--- src/rtl/memory_arbiter_if.sv ---
// ---------------------------------------------------------------------------
// memory_arbiter_if
// Bundles the requester-side and RAM-side signals of the shared RAM port so
// that the arbiter and its environment connect through one port.
//
// Parameter
//   WORD_W    width of addresses, store data and load data
//
// Signals (direction given from the arbiter's side, modport slave)
//   iREN      in   instruction read request
//   iaddr     in   instruction address
//   iwait     out  1 = instruction access not complete
//   iload     out  instruction read data
//   dREN      in   data read request
//   dWEN      in   data write request
//   daddr     in   data address
//   dstore    in   data write value
//   dwait     out  1 = data access not complete
//   dload     out  data read data
//   ramREN    out  RAM read enable
//   ramWEN    out  RAM write enable
//   ramaddr   out  RAM address
//   ramstore  out  RAM write data
//   ramload   in   RAM read data
//   ramstate  in   RAM status: FREE=0 BUSY=1 ACCESS=2 ERROR=3
//
// Modports
//   slave   the arbiter
//   master  the environment (request unit / caches and RAM model)
// ---------------------------------------------------------------------------
interface memory_arbiter_if #(
  parameter int unsigned WORD_W = 32
);

  // Instruction requester
  logic              iREN;
  logic [WORD_W-1:0] iaddr;
  logic              iwait;
  logic [WORD_W-1:0] iload;

  // Data requester
  logic              dREN;
  logic              dWEN;
  logic [WORD_W-1:0] daddr;
  logic [WORD_W-1:0] dstore;
  logic              dwait;
  logic [WORD_W-1:0] dload;

  // RAM port
  logic              ramREN;
  logic              ramWEN;
  logic [WORD_W-1:0] ramaddr;
  logic [WORD_W-1:0] ramstore;
  logic [WORD_W-1:0] ramload;
  logic [1:0]        ramstate;

  modport slave (
    input  iREN, iaddr,
    input  dREN, dWEN, daddr, dstore,
    input  ramload, ramstate,
    output iwait, iload,
    output dwait, dload,
    output ramREN, ramWEN, ramaddr, ramstore
  );

  modport master (
    output iREN, iaddr,
    output dREN, dWEN, daddr, dstore,
    output ramload, ramstate,
    input  iwait, iload,
    input  dwait, dload,
    input  ramREN, ramWEN, ramaddr, ramstore
  );

endinterface

--- src/rtl/memory_arbiter.sv ---
// ---------------------------------------------------------------------------
// memory_arbiter
// Shares the single RAM port between the instruction-fetch and data
// requesters. A registered grant (IDLE / DGRANT / IGRANT) decides who owns
// the port; data has priority. RAM control, address/store routing and the
// per-requester wait signals are decoded from the grant and the live
// requester/RAM inputs, so a completion (ramstate == ACCESS) or a withdrawn
// request takes effect in the same cycle. Every access is followed by one
// IDLE bubble cycle in which the next grant is decided.
//
// Parameters
//   WORD_W       width of address, store and load data
//   MAX_DSTREAK  consecutive data grants allowed while an ifetch waits
//                (only meaningful with MEM_ARB_FAIR_EN)
//
// Ports
//   CLK    in   clock, rising edge
//   nRST   in   asynchronous active-low reset
//   bus    memory_arbiter_if.slave: requester handshakes and RAM port
//
// Configuration macro
//   MEM_ARB_FAIR_EN  when defined, a saturating counter of data grants taken
//                    while an ifetch is pending forces an ifetch grant once
//                    it reaches MAX_DSTREAK. When undefined, data priority is
//                    strict and the ifetch side may starve.
// ---------------------------------------------------------------------------
module memory_arbiter #(
  parameter int unsigned WORD_W      = 32,
  parameter int unsigned MAX_DSTREAK = 4
) (
  input  logic              CLK,
  input  logic              nRST,
  memory_arbiter_if.slave   bus
);

  // Only the ACCESS encoding of ramstate changes behaviour; FREE, BUSY and
  // ERROR all mean "keep the grant and keep waiting".
  localparam logic [1:0] RAM_ACCESS = 2'd2;

  typedef enum logic [1:0] {
    IDLE   = 2'd0,
    DGRANT = 2'd1,
    IGRANT = 2'd2
  } state_t;

  state_t state_q;
  state_t state_d;

  logic   d_req;
  logic   ram_done;
  logic   fair_force_i;

  // A fairness limit of zero would hand every contested slot to the ifetch
  // side and turn the priority upside down.
  if (MAX_DSTREAK == 0) begin : g_cfg_check
    $error("memory_arbiter: MAX_DSTREAK must be at least 1");
  end

  assign d_req    = bus.dREN | bus.dWEN;
  assign ram_done = (bus.ramstate == RAM_ACCESS);

`ifdef MEM_ARB_FAIR_EN
  localparam int unsigned STREAK_W = $clog2(MAX_DSTREAK + 1);
  localparam logic [STREAK_W-1:0] STREAK_MAX = STREAK_W'(MAX_DSTREAK);

  logic [STREAK_W-1:0] dstreak_q;
  logic [STREAK_W-1:0] dstreak_d;

  // A waiting ifetch that has already watched MAX_DSTREAK data grants go by
  // takes the next slot regardless of pending data.
  assign fair_force_i = bus.iREN && (dstreak_q == STREAK_MAX);
`else
  assign fair_force_i = 1'b0;
`endif

  // Grant decision and port decode from the registered grant.
  always_comb begin
    state_d      = state_q;
    bus.ramREN   = 1'b0;
    bus.ramWEN   = 1'b0;
    bus.ramaddr  = WORD_W'(0);
    bus.ramstore = WORD_W'(0);
    bus.iwait    = 1'b1;
    bus.dwait    = 1'b1;
`ifdef MEM_ARB_FAIR_EN
    dstreak_d    = dstreak_q;
`endif

    unique case (state_q)
      IDLE: begin
`ifdef MEM_ARB_FAIR_EN
        // Nobody is being starved once the ifetch side stops asking.
        if (!bus.iREN) begin
          dstreak_d = '0;
        end
`endif
        if (d_req && !fair_force_i) begin
          state_d = DGRANT;
`ifdef MEM_ARB_FAIR_EN
          if (bus.iREN && (dstreak_q != STREAK_MAX)) begin
            dstreak_d = dstreak_q + STREAK_W'(1);
          end
`endif
        end else if (bus.iREN) begin
          state_d = IGRANT;
`ifdef MEM_ARB_FAIR_EN
          dstreak_d = '0;
`endif
        end else begin
          state_d = IDLE;
        end
      end

      DGRANT: begin
        // Address and store data follow the requester live, not latched.
        bus.ramaddr  = bus.daddr;
        bus.ramstore = bus.dstore;
        if (!d_req) begin
          // Withdrawn before completion: release the port, no done pulse.
          state_d = IDLE;
        end else begin
          // A write wins when both enables are raised together.
          bus.ramWEN = bus.dWEN;
          bus.ramREN = bus.dREN & ~bus.dWEN;
          if (ram_done) begin
            bus.dwait = 1'b0;
            state_d   = IDLE;
          end
        end
      end

      IGRANT: begin
        bus.ramaddr = bus.iaddr;
        if (!bus.iREN) begin
          state_d = IDLE;
        end else begin
          bus.ramREN = 1'b1;
          if (ram_done) begin
            bus.iwait = 1'b0;
            state_d   = IDLE;
          end
        end
      end

      default: begin
        state_d = IDLE;
      end
    endcase
  end

  // Load data is shared by both requesters; wait qualifies who may use it.
  assign bus.iload = bus.ramload;
  assign bus.dload = bus.ramload;

  // Grant register (and fairness counter when built).
  always_ff @(posedge CLK or negedge nRST) begin
    if (!nRST) begin
      state_q   <= IDLE;
`ifdef MEM_ARB_FAIR_EN
      dstreak_q <= '0;
`endif
    end else begin
      state_q   <= state_d;
`ifdef MEM_ARB_FAIR_EN
      dstreak_q <= dstreak_d;
`endif
    end
  end

endmodule

--- src/flat_wrapper.sv ---
// flat-port wrapper written by rule: the top's interface ports become plain ports
module memory_arbiter_flat 
#(
  parameter int unsigned WORD_W      = 32,
  parameter int unsigned MAX_DSTREAK = 4
)
  (CLK, nRST, bus_iREN, bus_iaddr, bus_dREN, bus_dWEN, bus_daddr, bus_dstore, bus_ramload, bus_ramstate, bus_iwait, bus_iload, bus_dwait, bus_dload, bus_ramREN, bus_ramWEN, bus_ramaddr, bus_ramstore);
  memory_arbiter_if #(.WORD_W(WORD_W)) bus_i ();
  input  logic CLK;
  input  logic nRST;
  input wire logic [$bits(bus_i.iREN)-1:0] bus_iREN;
  input wire logic [$bits(bus_i.iaddr)-1:0] bus_iaddr;
  input wire logic [$bits(bus_i.dREN)-1:0] bus_dREN;
  input wire logic [$bits(bus_i.dWEN)-1:0] bus_dWEN;
  input wire logic [$bits(bus_i.daddr)-1:0] bus_daddr;
  input wire logic [$bits(bus_i.dstore)-1:0] bus_dstore;
  input wire logic [$bits(bus_i.ramload)-1:0] bus_ramload;
  input wire logic [$bits(bus_i.ramstate)-1:0] bus_ramstate;
  output wire logic [$bits(bus_i.iwait)-1:0] bus_iwait;
  output wire logic [$bits(bus_i.iload)-1:0] bus_iload;
  output wire logic [$bits(bus_i.dwait)-1:0] bus_dwait;
  output wire logic [$bits(bus_i.dload)-1:0] bus_dload;
  output wire logic [$bits(bus_i.ramREN)-1:0] bus_ramREN;
  output wire logic [$bits(bus_i.ramWEN)-1:0] bus_ramWEN;
  output wire logic [$bits(bus_i.ramaddr)-1:0] bus_ramaddr;
  output wire logic [$bits(bus_i.ramstore)-1:0] bus_ramstore;
  assign bus_i.iREN = bus_iREN;
  assign bus_i.iaddr = bus_iaddr;
  assign bus_i.dREN = bus_dREN;
  assign bus_i.dWEN = bus_dWEN;
  assign bus_i.daddr = bus_daddr;
  assign bus_i.dstore = bus_dstore;
  assign bus_i.ramload = bus_ramload;
  assign bus_i.ramstate = bus_ramstate;
  assign bus_iwait = bus_i.iwait;
  assign bus_iload = bus_i.iload;
  assign bus_dwait = bus_i.dwait;
  assign bus_dload = bus_i.dload;
  assign bus_ramREN = bus_i.ramREN;
  assign bus_ramWEN = bus_i.ramWEN;
  assign bus_ramaddr = bus_i.ramaddr;
  assign bus_ramstore = bus_i.ramstore;
  memory_arbiter #(.WORD_W(WORD_W), .MAX_DSTREAK(MAX_DSTREAK)) u_core (.CLK(CLK), .nRST(nRST), .bus(bus_i));
endmodule
--- config.mk ---
export PLATFORM = sky130hd
export DESIGN_NAME = memory_arbiter_flat
export DESIGN_NICKNAME = d
export VERILOG_FILES = /design/src/rtl/memory_arbiter_if.sv /design/src/rtl/memory_arbiter.sv /design/src/flat_wrapper.sv
export SDC_FILE = /design/constraint.sdc
export NUM_CORES = 1
export LEC_CHECK = 0
export ABC_AREA = 1
export BUFFER_PORTS_ARGS = -buffer_cell sky130_fd_sc_hd__buf_2
export CORE_AREA = 2 2 103 105
export CTS_BUF_LIST = sky130_fd_sc_hd__clkbuf_8
export DETAILED_ROUTE_END_ITERATION = 8
export DIE_AREA = 0 0 105 107
export PLACE_DENSITY = 0.51
export SKIP_CTS_REPAIR_TIMING = 1
export SLEW_MARGIN = 30
export SYNTH_ARGS = -nofsm -noshare
export SYNTH_HDL_FRONTEND = slang
export SYNTH_SLANG_ARGS = --single-unit
--- constraint.sdc ---
create_clock -name CLK -period 2.6 [get_ports CLK]
set_input_delay 0 -clock CLK [delete_from_list [all_inputs] [get_ports CLK]]
set_output_delay 0 -clock CLK [all_outputs]
set_load 0.01 [all_outputs]
## Yosys cells after proc, flatten, opt, wreduce, memory -nomap -nowiden

Index checks and enable logic that the tools add are counted.

| word-level totals | value |
|---|---|
| bits in registers | 2 |
| word-level logic and storage cells | 26 |

| cells by class | value |
|---|---|
| reductions and logical operators | 1 |
| muxes and demuxes | 18 |
| equality and inequality tests | 3 |
| bitwise operators | 3 |

Operator list:

| cell | number |
|---|---|
| $pmux W32 S2 | 1 |
| $mux W32 | 1 |
| $mux W2 | 5 |
| $mux W1 | 9 |
| $pmux W2 S3 | 1 |
| $eq A2 B2 Y1 const B | 2 |
| $eq A2 B1 Y1 const B | 1 |
| $logic_not A2 Y1 | 1 |
| $pmux W1 S2 | 1 |
| $and A1 B1 Y1 | 1 |
| $not A1 Y1 | 1 |
| $or A1 B1 Y1 | 1 |

## Longest topological paths before layout

| depth | value |
|---|---|
| depth in word-level cells | 4 |
| mapped depth | 7 |
| gate-level depth less buffers | 6 |

## Least setup slack after synthesis

No wires, ideal clock.

| path | value |
|---|---|
| path type | register to output |
| start point | register u_core.state_q[0] |
| end point | output port bus_ramaddr[0] |
| data required time | 2,600 ps |
| data arrival time | 1,203 ps |
| stages on the path, launching flop included | 6 |
| slack | 1,397 ps |
| cells stage by stage | dfrtp_1 -> inv_1 -> ha_1 -> inv_1 -> buf_1 -> a21oi_1 |

| between the ends | value |
|---|---|
| word-level cells in the longest chain between the ends | 2 |
| elaborated cells between the ends (all ways) | 3 |
| classes of those cells | 2 x eq/ne; 1 x mux |

RTL lines:

| element | line | source |
|---|---|---|
| from (decl) | memory_arbiter.sv:46 | `state_t state_q;` |
| from (signal assigned) | memory_arbiter.sv:163 | `state_q <= state_d;` |
| $eq A2 B2 Y1 / $eq A2 B1 Y1 (equally long branches) | memory_arbiter.sv:89 | `unique case (state_q)` |
| $pmux W32 S2 (*) | memory_arbiter.sv:89 |  |
| to (decl) | flat_wrapper.sv:25 | `output wire logic [$bits(bus_i.ramaddr)-1:0] bus_ramaddr;` |

Every way passes the cells marked *; elsewhere a longest branch is shown, timed or not.

## Final worst setup path

| path | value |
|---|---|
| start point | register u_core.state_q[1] |
| end point | output port bus_ramaddr[3] |

The elaborated chain is that of the path after synthesis.

==> run_results.csv <==
group,metric,value,unit
status,outcome,"complete, no violations",
critical_path,worstReg2RegEnd,"u_core.state_q[0]",
route,wl_per_cell,9.80,um
timing,timing.final.crit_period,1.91,ns
synthesis,synth_area_per_cell,5.23,um2
route,vias,1826,
clocking,clock-sinks,2,
finish,layout_commonest_cell,"sky130_fd_sc_hd__buf_2",
worst_hold_path,min-delay-start,"bus_ramload[23]",
finish,layout_common_cells,"sky130_fd_sc_hd__buf_2 (170), sky130_fd_sc_hd__nand2_1 (102), sky130_fd_sc_hd__inv_1 (38), sky130_fd_sc_hd__a21oi_1 (35), sky130_fd_sc_hd__nor2_1 (4)",
synthesis,synthTopCellsByArea,"sky130_fd_sc_hd__buf_4 (36%), sky130_fd_sc_hd__nand2_1 (27%), sky130_fd_sc_hd__a21oi_1 (13%)",
synthesis,post-synth-top-area-cell,"sky130_fd_sc_hd__buf_4",
critical_path,crit_required,2.60,ns
route,drtPass1Iterations,6,
finish,signed_area_change_from_the_synthesized_netlist_to_the_final_layout,39.4,%
worst_hold_path,class_of_the_tightest_hold_or_removal_check,"in2out",
place,place.detailed.hpwl,4050,um
clocking,maximum_buffer_depth_of_the_clock_tree,2,
timing,skew,0.0000479,ns
finish,antenna_cells_inserted,0,
floorplan,placeableCoreArea,10100,um2
timing,worst_pin_slew,0.555,ns
global_route,grt_pass1_vias,1659,
synthesis,synthesis.yosys.warnings,0,
timing,slew_headroom,0.630,
pwr,leak,1.34,nW
job,number_of_maximum_capacitance_violations,0,
critical_path,cp_max_fo,42,
floorplan,core.rowCount,37,
critical_path,arrival_worst_endpoint,1.91,ns
clocking,cts.clk_slew.worst_paths,0.03,ns
finish,largest_register,"u_core.state_q",
floorplan,floorplan.die_area,11200,um2
global_route,overflow,0,
timing,setup_tns,0,ns
route,ant_nets,0,
timing,setup_viol,0,
synthesis,yosysUniqueCellTypes,12,
critical_path,critPathLaunchType,"flop",
synthesis,synth-seq-area-share,0.0357,
clocking,cts_tree,"done",
timing,min_period_over_period,0.736,
place,routabilityCongestion,0.663,
synthesis,synth.top_cell.area_share,0.364,
synthesis,syn-instance-count,268,
global_route,grt_pass1_wl,7430,um
critical_path,critPathKind,"reg2out",
synthesis,mappedNetlistArea,1400,um2
worst_hold_path,hold-path-endpoint,"bus_dload[23]",
route,drt-initial-drc-count,58,
pwr,seqPwrFrac,0.037,
pwr,cellInternalPower,0.589,mW
global_route,overall_fraction_of_global_route_tracks_in_use,0.0799,
route,totalWireLength,4930,um
route,number_of_remaining_drc_errors,0,
route,post_detailed_route_via_to_cell_ratio,3.63,
global_route,grt_antenna_before_repair,0,
pwr,pwr-share-clk,0.089,
critical_path,rrSetupSlack,1.02,ns
pwr,power.switching,0.775,mW
floorplan,pin_count,267,
pwr,comb_power_share,0.874,
timing,finalMaxSlewViolations,0,
floorplan,initial_utilization,0.139,
critical_path,endpoint_kind,"primary output",
pwr,ir_worst_vdd,512,uV
synthesis,syn-num-nets,407,
finish,drive_above_1_share,0.482,
critical_path,setup.worst_path.start,"u_core.state_q[1]",
place,io_buffer_count,170,
clocking,buffer_cell_driving_the_clock_tree_root,"sky130_fd_sc_hd__clkbuf_8",
timing,achievable_clock_frequency,523,MHz
critical_path,worst_r2r_startpoint,"u_core.state_q[1]",
critical_path,r2r.worst_path.cells,6,
timing,grt_setup_unrepaired,"no",
clocking,tritoncts.num_buffers,3,
worst_hold_path,holdPathStages,0,
finish,final_net_count,508,
clocking,cts-htree-levels,1,
timing,hold_viol_final,0,
clocking,clock_insertion_delay_worst_skew,0.21,ns
floorplan,die_width,105,um
synthesis,ys_ff_latch,2,
pwr,power.share.switching,0.568,
pwr,power_density,699,nW/um2
finish,postLayoutCoreUtil,0.194,
global_route,maximum_number_of_pins_on_one_net_before_global_route_repair,43,
floorplan,die_y,107,um
finish,largest_register_ffs,2,
finish,biggestRegsByFlops,"u_core.state_q (2)",
power by group through the flow:
stage | logic (mW) | clock network, mW | registers, mW
floorplan | 0.837 | 0 | 0.0488
global placement | 1.20 | 0 | 0.0498
detailed placement | 1.22 | 0 | 0.0512
CTS | 1.22 | 0.125 | 0.0510
global route | 1.35 | 0.126 | 0.0538
finish | 1.19 | 0.121 | 0.0510
area by class of cell:
cell class                 instances  area, um2
tap                              136        170
timing repair buffer             174        896
fill                            1186       8140
multi-input combinational        150        653
clock buffer                       3       41.3
inverter                          38        143
sequential                         2       50.0
worst max-delay path: stages (launching register included):
cell	delay (ns)
sky130_fd_sc_hd__dfrtp_1	0.39
sky130_fd_sc_hd__inv_1	0.11
sky130_fd_sc_hd__ha_2	0.55
sky130_fd_sc_hd__buf_12	0.27
sky130_fd_sc_hd__nand2_1	0.07
sky130_fd_sc_hd__a21oi_1	0.15
sky130_fd_sc_hd__buf_2	0.15
synth_stat cells (all sizes together):
cell	instances
nand2	102
buf	78
inv	38
a21oi	35
ha	4
nor2	4
nand3	3
dfrtp	2
nand3b	1
o21ai	1
cell families after synthesis:
logic type                 synth area share
and+or+nand+nor                       0.300
AOI/OAI and AO/OA                     0.129
adders and majority gates            0.0357
DFF                                  0.0357
buffers and inverters                 0.500
stage by stage:
stage          cell area (um2)  hold WS [ns]  total power, mW  std cells  setup slack (ns)
2_1_floorplan             1400        -0.296            0.885        268              1.40
5_1_grt                   1950     0.0000237             1.53        503             0.430
3_5_place_dp              1900        -0.203             1.27        499             0.848
6_report                  1950    0.00000490             1.36        503             0.687
4_1_cts                   1940        -0.424             1.40        502             0.615
3_3_place_gp              1900        -0.206             1.25        499             0.948
how the worst max path moves through the flow:
stage | depth (start not counted) | to
2_1_floorplan | 5 | bus_ramaddr[0]
3_3_place_gp | 6 | bus_ramaddr[9]
3_5_place_dp | 6 | bus_ramaddr[31]
4_1_cts | 6 | bus_ramaddr[31]
5_1_grt | 6 | bus_ramaddr[9]
6_report | 6 | bus_ramaddr[3]
routing by layer:
layer  GRT usage  vias to the layer above  part of all wire
met5           0                        -                 0
met1      0.0873                      733              0.38
met2       0.143                      131              0.47
li1            -                      928                 -
met4      0.0362                        0             0.033
met3      0.0225                       34              0.12
No activity file was read; power rests on OpenSTA's default activity.
